## src/rtl/frame_test_sequencer_if.sv

```systemverilog
// Control/status and scrambler/checker signals of the frame loopback test sequencer.
// master = test-control + datapath side, slave = the sequencer itself.
interface frame_test_sequencer_if;
  logic        Start;
  logic        Abort;
  logic [15:0] FrameLen;
  logic [7:0]  GapLen;
  logic [7:0]  FrameCount;
  logic        DataWrong;
  logic        FrameStart;
  logic        DataOutEn;
  logic        Busy;
  logic        Done;
  logic        Pass;
  logic [15:0] ErrorCount;
  logic [7:0]  FramesSent;

  modport master (
    output Start, Abort, FrameLen, GapLen, FrameCount, DataWrong,
    input  FrameStart, DataOutEn, Busy, Done, Pass, ErrorCount, FramesSent
  );

  modport slave (
    input  Start, Abort, FrameLen, GapLen, FrameCount, DataWrong,
    output FrameStart, DataOutEn, Busy, Done, Pass, ErrorCount, FramesSent
  );
endinterface

```

## src/rtl/frame_test_sequencer.sv

```systemverilog
// Sequences seed pulse / enable windows for N frames, counts checker errors, reports verdict.
// All outputs registered (FrameStart one cycle after Start); no backpressure, Abort returns to IDLE next edge.
module frame_test_sequencer (
  input  logic                   Clock,
  input  logic                   Reset,
  frame_test_sequencer_if.slave  io_bus
);

  typedef enum logic [2:0] {
    S_IDLE, S_SEED, S_FRAME, S_GAP, S_DRAIN, S_DONE
  } state_t;

  state_t      r_state;
  logic [15:0] r_len_m1;
  logic [7:0]  r_gap;
  logic [7:0]  r_nframes;
  logic [15:0] r_cnt;
  logic        r_frame_start;
  logic        r_data_out_en;
  logic        r_busy;
  logic        r_done;
  logic        r_pass;
  logic [15:0] r_err_cnt;
  logic [7:0]  r_frames_sent;

  logic        w_count_err;
  logic [15:0] w_err_next;
  logic        w_cnt_zero;
  logic        w_last_frame;

  // DataWrong only counts while the datapath is in use (SEED..DRAIN)
  assign w_count_err  = io_bus.DataWrong &&
                        (r_state == S_SEED || r_state == S_FRAME ||
                         r_state == S_GAP  || r_state == S_DRAIN);
  assign w_err_next   = (w_count_err && r_err_cnt != 16'hFFFF) ? r_err_cnt + 16'd1 : r_err_cnt;
  assign w_cnt_zero   = (r_cnt == 16'd0);
  assign w_last_frame = ((r_frames_sent + 8'd1) == r_nframes);

  always_ff @(posedge Clock or negedge Reset) begin
    if (!Reset) begin
      r_state       <= S_IDLE;
      r_len_m1      <= 16'd0;
      r_gap         <= 8'd0;
      r_nframes     <= 8'd0;
      r_cnt         <= 16'd0;
      r_frame_start <= 1'b0;
      r_data_out_en <= 1'b0;
      r_busy        <= 1'b0;
      r_done        <= 1'b0;
      r_pass        <= 1'b0;
      r_err_cnt     <= 16'd0;
      r_frames_sent <= 8'd0;
    end else begin
      r_frame_start <= 1'b0;
      r_done        <= 1'b0;
      if (r_state != S_IDLE && io_bus.Abort) begin
        r_state       <= S_IDLE;
        r_data_out_en <= 1'b0;
        r_busy        <= 1'b0;
        r_pass        <= 1'b0;
      end else begin
        r_err_cnt <= w_err_next;
        case (r_state)
          S_IDLE: begin
            if (io_bus.Start && !io_bus.Abort) begin
              r_len_m1      <= (io_bus.FrameLen == 16'd0) ? 16'd0 : io_bus.FrameLen - 16'd1;
              r_gap         <= io_bus.GapLen;
              r_nframes     <= io_bus.FrameCount;
              r_err_cnt     <= 16'd0;
              r_frames_sent <= 8'd0;
              r_pass        <= 1'b0;
              r_busy        <= 1'b1;
              // An empty run still spends one DRAIN cycle so Done lands two cycles after Start
              if (io_bus.FrameCount == 8'd0) begin
                r_state <= S_DRAIN;
                r_cnt   <= 16'd0;
              end else begin
                r_state       <= S_SEED;
                r_frame_start <= 1'b1;
              end
            end
          end
          S_SEED: begin
            r_state       <= S_FRAME;
            r_cnt         <= r_len_m1;
            r_data_out_en <= 1'b1;
          end
          S_FRAME: begin
            if (w_cnt_zero) begin
              r_frames_sent <= r_frames_sent + 8'd1;
              r_data_out_en <= 1'b0;
              if (w_last_frame) begin
                r_state <= S_DRAIN;
                r_cnt   <= 16'd2;
              end else if (r_gap == 8'd0) begin
                r_state       <= S_SEED;
                r_frame_start <= 1'b1;
              end else begin
                r_state <= S_GAP;
                r_cnt   <= {8'd0, r_gap - 8'd1};
              end
            end else begin
              r_cnt <= r_cnt - 16'd1;
            end
          end
          S_GAP: begin
            if (w_cnt_zero) begin
              r_state       <= S_SEED;
              r_frame_start <= 1'b1;
            end else begin
              r_cnt <= r_cnt - 16'd1;
            end
          end
          S_DRAIN: begin
            if (w_cnt_zero) begin
              r_state <= S_DONE;
              r_done  <= 1'b1;
              r_pass  <= (w_err_next == 16'd0);
            end else begin
              r_cnt <= r_cnt - 16'd1;
            end
          end
          S_DONE: begin
            r_state <= S_IDLE;
            r_busy  <= 1'b0;
          end
          default: begin
            r_state <= S_IDLE;
            r_busy  <= 1'b0;
          end
        endcase
      end
    end
  end

  assign io_bus.FrameStart = r_frame_start;
  assign io_bus.DataOutEn  = r_data_out_en;
  assign io_bus.Busy       = r_busy;
  assign io_bus.Done       = r_done;
  assign io_bus.Pass       = r_pass;
  assign io_bus.ErrorCount = r_err_cnt;
  assign io_bus.FramesSent = r_frames_sent;

endmodule

```

## src/flat_wrapper.sv

```systemverilog
// flat-port wrapper written by rule: the top's interface ports become plain ports
module frame_test_sequencer_flat 
  (Clock, Reset, io_bus_Start, io_bus_Abort, io_bus_FrameLen, io_bus_GapLen, io_bus_FrameCount, io_bus_DataWrong, io_bus_FrameStart, io_bus_DataOutEn, io_bus_Busy, io_bus_Done, io_bus_Pass, io_bus_ErrorCount, io_bus_FramesSent);
  frame_test_sequencer_if io_bus_i ();
  input  logic Clock;
  input  logic Reset;
  input wire logic [$bits(io_bus_i.Start)-1:0] io_bus_Start;
  input wire logic [$bits(io_bus_i.Abort)-1:0] io_bus_Abort;
  input wire logic [$bits(io_bus_i.FrameLen)-1:0] io_bus_FrameLen;
  input wire logic [$bits(io_bus_i.GapLen)-1:0] io_bus_GapLen;
  input wire logic [$bits(io_bus_i.FrameCount)-1:0] io_bus_FrameCount;
  input wire logic [$bits(io_bus_i.DataWrong)-1:0] io_bus_DataWrong;
  output wire logic [$bits(io_bus_i.FrameStart)-1:0] io_bus_FrameStart;
  output wire logic [$bits(io_bus_i.DataOutEn)-1:0] io_bus_DataOutEn;
  output wire logic [$bits(io_bus_i.Busy)-1:0] io_bus_Busy;
  output wire logic [$bits(io_bus_i.Done)-1:0] io_bus_Done;
  output wire logic [$bits(io_bus_i.Pass)-1:0] io_bus_Pass;
  output wire logic [$bits(io_bus_i.ErrorCount)-1:0] io_bus_ErrorCount;
  output wire logic [$bits(io_bus_i.FramesSent)-1:0] io_bus_FramesSent;
  assign io_bus_i.Start = io_bus_Start;
  assign io_bus_i.Abort = io_bus_Abort;
  assign io_bus_i.FrameLen = io_bus_FrameLen;
  assign io_bus_i.GapLen = io_bus_GapLen;
  assign io_bus_i.FrameCount = io_bus_FrameCount;
  assign io_bus_i.DataWrong = io_bus_DataWrong;
  assign io_bus_FrameStart = io_bus_i.FrameStart;
  assign io_bus_DataOutEn = io_bus_i.DataOutEn;
  assign io_bus_Busy = io_bus_i.Busy;
  assign io_bus_Done = io_bus_i.Done;
  assign io_bus_Pass = io_bus_i.Pass;
  assign io_bus_ErrorCount = io_bus_i.ErrorCount;
  assign io_bus_FramesSent = io_bus_i.FramesSent;
  frame_test_sequencer u_core (.Clock(Clock), .Reset(Reset), .io_bus(io_bus_i));
endmodule
```

## config.mk

```make
export PLATFORM = sky130hd
export DESIGN_NAME = frame_test_sequencer_flat
export DESIGN_NICKNAME = d
export VERILOG_FILES = /design/src/rtl/frame_test_sequencer_if.sv /design/src/rtl/frame_test_sequencer.sv /design/src/flat_wrapper.sv
export SDC_FILE = /design/constraint.sdc
export NUM_CORES = 1
export LEC_CHECK = 0
export BUFFER_PORTS_ARGS = -buffer_cell sky130_fd_sc_hd__buf_2
export CAP_MARGIN = 10
export CORE_ASPECT_RATIO = 1.1
export CORE_MARGIN = 10
export CORE_UTILIZATION = 45
export CTS_CLUSTER_SIZE = 20
export DETAILED_ROUTE_END_ITERATION = 8
export PLACE_DENSITY = 0.61
export SETUP_SLACK_MARGIN = 0.05
export SLEW_MARGIN = 20
export SYNTH_ARGS = -nofsm -noshare
export SYNTH_HDL_FRONTEND = slang
export SYNTH_SLANG_ARGS = --single-unit
```

## constraint.sdc

```tcl
create_clock -name Clock -period 8.34 [get_ports Clock]
set_input_delay 1.668 -clock Clock [delete_from_list [all_inputs] [get_ports Clock]]
set_output_delay 1.668 -clock Clock [all_outputs]
set_load 0.02 [all_outputs]
```

==> metrics.txt, run 1 <==
Gate power share 0.416; Row Count 40; Reg2Reg Depth 6; Tcrit/Tclk final 0.507; IO Count 66; global-route wire length before repair ~23000 µm; clock buffer count from CTS 9; RSZ-0062 raised after global routing false; H-tree depth 3; Die Ht 132 µm; number of global-route vias before repair 4423; clock share of power 0.239; Reg power frac 0.345; most frequent cell after synthesis nand2_1; Lkg Pwr 2.57 nW; slack of the critical path 4110 ps; post-layout util 0.528; PortBufs 65; CTS Hold Bufs 0; setup TNS 0 ps; critical path class input port to flop; Setup Viol. Count Final 0; GR Layer Usage met3 0.0330; vias per inst a little under 6; Avg Cell Area, Syn 8.51 µm²; busiest grt layer met2; antenna violations before repair 0; via count 4695; number of enable flip-flop cells after synthesis 0; Worst setup EP type flop; Mapped Cells 604; Inst Count DP 780; Ant. Diodes 0; die area 16100 µm²; hpwl dp 9650 µm; pin count of the biggest net entering global routing ~80; sequential share of the synthesized area 0.390; Min-Delay Path Class flop to flop; clk_skew 6.86 ps; TritonRoute pass-1 iters 7; Layout fillers 1059; clock root cell clkbuf_16; CTS sink cnt 80; Hold Vio Cnt, Final 0; peak supply drop 143 µV; core area 11100 µm²; Placer Congestion 0.847; Hold Path Stages 1; GR met2 Demand/Resource 0.257; outcome complete, no violations; sequential cell area 2000 µm²; post-CTS setup buffers 0; Post-synth ARST share 1.00; ranking of synthesized cells by area dfrtp_1 39%, nand2_1 7.3%, xnor2_1 4.3%, o21ai_0 3.7%, nor2_1 2.9%; biggest area consumer among synthesized cells dfrtp_1; post-synthesis sequential element count 80; Clk Latency, worst-skew pair 340 ps; Switch Pwr 0.780 mW; Reg clk slew, reported paths ~60 ps; top cells by count, synth 100 x nand2_1, 80 x dfrtp_1, 40 x nor2_1, 38 x o21ai_0, 30 x clkbuf_1; Pint 1.13 mW; fin crit period 4230 ps; Area Growth Syn to Fin 13.7%; clk buf depth 2; Yosys warning count 0; 1st-iter DRT viols about 440; Post-Synthesis Cell Area 5140 µm²; Final #Nets 688; share of cells above drive strength 1 0.137; max_cap viols 0; cts repair resizes 0; Non-Filler Instances 795; Die X-Extent 122 µm; Max-slew headroom 0.410; FMAX 237 MHz; Startpoint Class input port; Min Hold Slack 482 ps; Net Sw Frac 0.408; Post-DP Area 5500 µm²; Finished Cell Area about 6000 µm²; Remaining DRCs 0; DP Worst Slack 3730 ps; gr ovfl total 0; Syn Nets about 650; Least-Margin Pin Slew between 800 and 900 ps; Final Power approximately 1.9 mW; total track usage 0.170; Synth Flop Type dfrtp_1; Max Slew Vio Count 0; top cell type's share of synthesized area 0.390; worst-path fanout max 14; worst endpoint required time 8570 ps; multi-input logic area 2910 µm²; distinct cell type count after synthesis 63; met1 usage 0.239; CTS tree yes; WL/cell 17.1 µm; P per Cell Area 327 nW/µm²; Initial Util 0.465; routed wire length 13600 µm; post-route ant nets 0; Critical Path AT 4460 ps
-- power by group through the flow --
| stage | Sequential [mW] | Combinational, mW | Clock [mW] |
|---|---|---|---|
| 2_1_floorplan | 0.627 | 0.623 | 0 |
| 3_3_place_gp | 0.661 | 0.776 | 0 |
| 3_5_place_dp | 0.666 | 0.790 | 0 |
| 4_1_cts | 0.659 | 0.794 | 0.460 |
| 5_1_grt | 0.684 | 0.898 | 0.478 |
| 6_report | 0.660 | 0.795 | 0.457 |
-- worst paths after layout --
| check | from | to | slack (ps) |
|---|---|---|---|
| max in group asynchronous | Reset | u_core.r_state[0] | 6480 |
| min in group asynchronous | Reset | u_core.r_len_m1[12] | 1370 |
| setup reg to reg | u_core.r_gap[3] | u_core.r_cnt[3] | 5080 |
| setup / recovery | io_bus_FrameLen[0] | u_core.r_len_m1[9] | 4110 |
| hold / removal | u_core.r_len_m1[9] | u_core.r_len_m1[9] | 480 |
| hold reg to reg | u_core.r_len_m1[9] | u_core.r_len_m1[9] | 480 |
-- registers in the layout (all words and copies together) (netlist names) --
signal                    flops
u_core.io_bus.Pass            1
u_core.io_bus.Done            1
u_core.r_gap                  8
u_core.r_len_m1              16
u_core.io_bus.DataOutEn       1
u_core.r_nframes              8
u_core.io_bus.ErrorCount     16
u_core.r_state                3
u_core.io_bus.FramesSent      8
u_core.r_cnt                 16
u_core.io_bus.FrameStart      1
u_core.io_bus.Busy            1
-- routing by layer --
layer / wire (µm) / part of all wire
met5: 0 / 0
met4: 161 / 0.012
met3: 675 / 0.050
met2: 6330 / 0.47
met1: 6420 / 0.47
-- critical path: stages --
cell and delay, ps:
buf_2 110, inv_1 50, ha_1 160, or3b_1 400
or4_1 470, or4_1 570, o41ai_4 740, a21oi_1 100
a21o_1 190
-- logic make-up (layout without fill, tap and decap cells) --
family | after synthesis | count (layout) | share of synthesized area
mux | 5 | 5 | 0.00974
xor+xnor | 34 | 34 | 0.0580
flops | 80 | 80 | 0.390
fa+ha+maj | 7 | 7 | 0.0170
buf+inv | 54 | 98 | 0.0438
simple gates | 259 | 259 | 0.259
compound gates | 165 | 165 | 0.223
-- cells in the final DEF, fill, tap and decap left out, types with 4 or more instances in the layout --
cell type	Yosys	layout
and3_1	7	7
a32oi_1	5	5
nor4_1	9	9
nor2_1	40	40
or4_1	10	10
a21oi_1	12	12
clkbuf_16	0	9
a22oi_1	8	8
a21o_1	5	5
a31oi_1	6	6
and2_1	4	4
dfrtp_1	80	80
nand2_1	100	100
ha_1	7	7
o41ai_1	4	4
xor2_1	9	9
nand3_1	20	20
nor3b_1	4	4
nor4b_1	5	5
o21ai_0	38	38
nor3_1	12	12
nand2b_1	5	5
a22o_1	12	12
inv_1	15	15
or3_1	5	5
buf_2	3	64
o31ai_1	19	19
a221o_1	4	4
xnor2_1	25	25
nand4_1	9	9
a21boi_0	4	4
and4_1	7	7
nor2b_1	6	6
o21ai_1	19	19
mux2i_1	5	5
-- area by class of cell --
class | instances | share of cell area
multi-input combinational | 470 | 0.498
sequential | 80 | 0.343
tap | 147 | 0.0315
clock inverter | 3 | 0.0154
clock buffer | 12 | 0.0422
timing repair buffer | 68 | 0.0606
inverter | 15 | 0.00963
No activity file was read; power rests on OpenSTA's default activity.
==> inputs of run 2 (changes only) <==
==> constraint.sdc (replaced) <==
create_clock -name Clock -period 3.95 [get_ports Clock]
set_input_delay 0.79 -clock Clock [delete_from_list [all_inputs] [get_ports Clock]]
set_output_delay 0.79 -clock Clock [all_outputs]
set_load 0.02 [all_outputs]
==> run 2 against run 1 <==
Effect of this change:
- design area decreased by 0.81%
- setup slack lost 3300 ps
- die area unchanged
- largest cell class unchanged
==> metrics.txt, run 2 (synthesis gave the netlist of run 1 again) <==
Remaining DRCs 0 (unchanged); core area 11100 µm² (unchanged); PortBufs 65 (unchanged); IO Count 66 (unchanged); Lkg Pwr 2.56 nW (-0.53%); clock root cell clkbuf_16; die area 16100 µm² (unchanged); P per Cell Area 664 nW/µm² (+100%); Reg2Reg Depth 7 (+1); Initial Util 0.465 (unchanged); R2R Setup Slk 790 ps (-4290 ps); hpwl dp 9910 µm (+2.7%); RSZ-0062 raised after global routing false; share of cells above drive strength 1 0.141 (+0.00376); CTS tree yes; Setup Viol. Count Final 0 (unchanged); critical path class input port to flop; Max-slew headroom 0.458 (+0.0477); Critical Path Slowest Stage Cell or4_1; most frequent CP cell or4_1; post-CTS setup buffers 0 (unchanged); Post-DP Area 5540 µm² (+0.68%); global-route wire length before repair 23100 µm (+1.2%); Die Ht 132 µm (unchanged); Max Slew Vio Count 0 (unchanged); worst-path fanout max 8 (-6); met2 WL post-DR 6410 µm (+1.4%); total track usage 0.171 (+0.000940); Placer Congestion 0.847 (about the same); 1st-iter DRT viols 418 (-5.6%); DP Worst Slack 409 ps (-3320 ps); Hold Vio Cnt, Final 0 (unchanged); Final Power 3.85 mW (+100%); Worst Setup SP io_bus_FrameLen[0]; Least-Margin Pin Slew 813 ps (-59.3 ps); H-tree depth 3 (unchanged); gr ovfl total 0 (unchanged); Critical R2R Launch u_core.io_bus.FramesSent[0]; slack of the critical path 764 ps (-3350 ps); via count 4706 (+0.23%); Row Count 40 (unchanged); routed wire length 13600 µm (+0.47%); CP Cell Sequence buf_2 -> inv_1 -> ha_1 -> or3b_1 -> or4_1 -> or4_1 -> o41ai_4 -> buf_4 -> o21ai_1; Reg clk slew, reported paths 60 ps (about the same); CTS Hold Bufs 0 (unchanged); FMAX ~310 MHz; Finished Cell Area 5800 µm² (-0.81%); commonest non-fill, non-tap cell in the layout nand2_1; fin crit period approximately 3200 ps; Critical Path AT 3400 ps (-1060 ps); Clk Latency, worst-skew pair 340 ps (about the same); multi-input logic area 2910 µm² (unchanged); Startpoint Class input port; worst endpoint required time 4170 ps (-4400 ps); Area Growth Syn to Fin 12.8%; clk_skew 5.19 ps (-1.67 ps); sequential cell area 2000 µm² (unchanged); met3 routed WL 681 µm (+0.89%); max_cap viols 0 (unchanged); cts repair resizes 0 (unchanged); commonest non-fill, non-tap cells in the layout 100 x nand2_1, 80 x dfrtp_1, 64 x buf_2; antenna violations before repair 0 (unchanged); Die X-Extent 122 µm (unchanged); outcome complete, no violations; Layout fillers 1076 (+1.6%); setup TNS 0 ps (unchanged); WL/cell 17.1 µm (about the same); peak supply drop 384 µV (+170%); Tcrit/Tclk final 0.807; crit path to u_core.r_len_m1[2]; Worst setup EP type flop; number of global-route vias before repair 4501 (+1.8%); Min Hold Slack 490 ps (+8.24 ps); uppermost metal layer occupied by signal nets met4; CTS sink cnt 80 (unchanged); Min-Delay Path Class flop to flop; clk buf depth 2 (unchanged); Final #Nets 693 (+0.73%); clock buffer count from CTS 9 (unchanged); Ant. Diodes 0 (unchanged); TritonRoute pass-1 iters 5 (-2); RR Endpoint u_core.r_cnt[10]; vias per inst 5.89 (-0.27%); pin count of the biggest net entering global routing 61 (-25%); Metal-1 WL 6350 µm (-1.1%); post-route ant nets 0 (unchanged); crit-path max cell delay 570 ps (-170 ps)
run 2: cell count changes in the layout (fill, tap and decap cells not counted), sizes merged:
cell    change
buf         +5
bufinv      -3
clkbuf      +1
clkinv      +1
run 2: through the flow:
step / instances / util
2_1_floorplan: 604 / -
3_3_place_gp: 785 / 0.501
3_5_place_dp: 785 / 0.501
4_1_cts: 799 / 0.524
5_1_grt: 799 / 0.524
6_report: 799 / 0.524
run 2: cell type report:
type	count	share of cell area
clock buffer	13	0.0432
clock inverter	1	0.000863
inverter	15	0.00971
multi-input combinational	470	0.502
sequential	80	0.345
tap	147	0.0317
timing repair buffer	73	0.0669
run 2: where the power goes:
part           leakage, nW  total (mW)  switching (mW)  internal [mW]
clock network        0.126       0.748           0.312          0.435
registers             1.05        1.40           0.315           1.08
logic                 1.38        1.70            1.01          0.693
run 2: how the worst min path moves through the flow:
stage / startpoint / end / slack, ps / cells past startpoint
after detailed placement: u_core.r_len_m1[9] / u_core.r_len_m1[9] / 480 / 1
after global routing: u_core.r_len_m1[9] / u_core.r_len_m1[9] / 510 / 1
after CTS: u_core.r_len_m1[9] / u_core.r_len_m1[9] / 490 / 1
after floorplan: u_core.r_len_m1[6] / u_core.r_len_m1[6] / 450 / 1
after global placement: u_core.r_len_m1[9] / u_core.r_len_m1[9] / 480 / 1
final: u_core.r_len_m1[9] / u_core.r_len_m1[9] / 490 / 1
run 2: per-layer routing:
metal  track usage  up-vias
met3        0.0257       17
met5             0        -
met2         0.264      119
li1              -     2316
met4        0.0557        0
met1         0.237     2254
run 2: worst max-delay path, delay by kind of cell:
family / cells / cell delay, ps
simple gates: 3 / 1440
fa+ha+maj: 1 / 170
compound gates: 2 / 610
buf+inv: 3 / 400
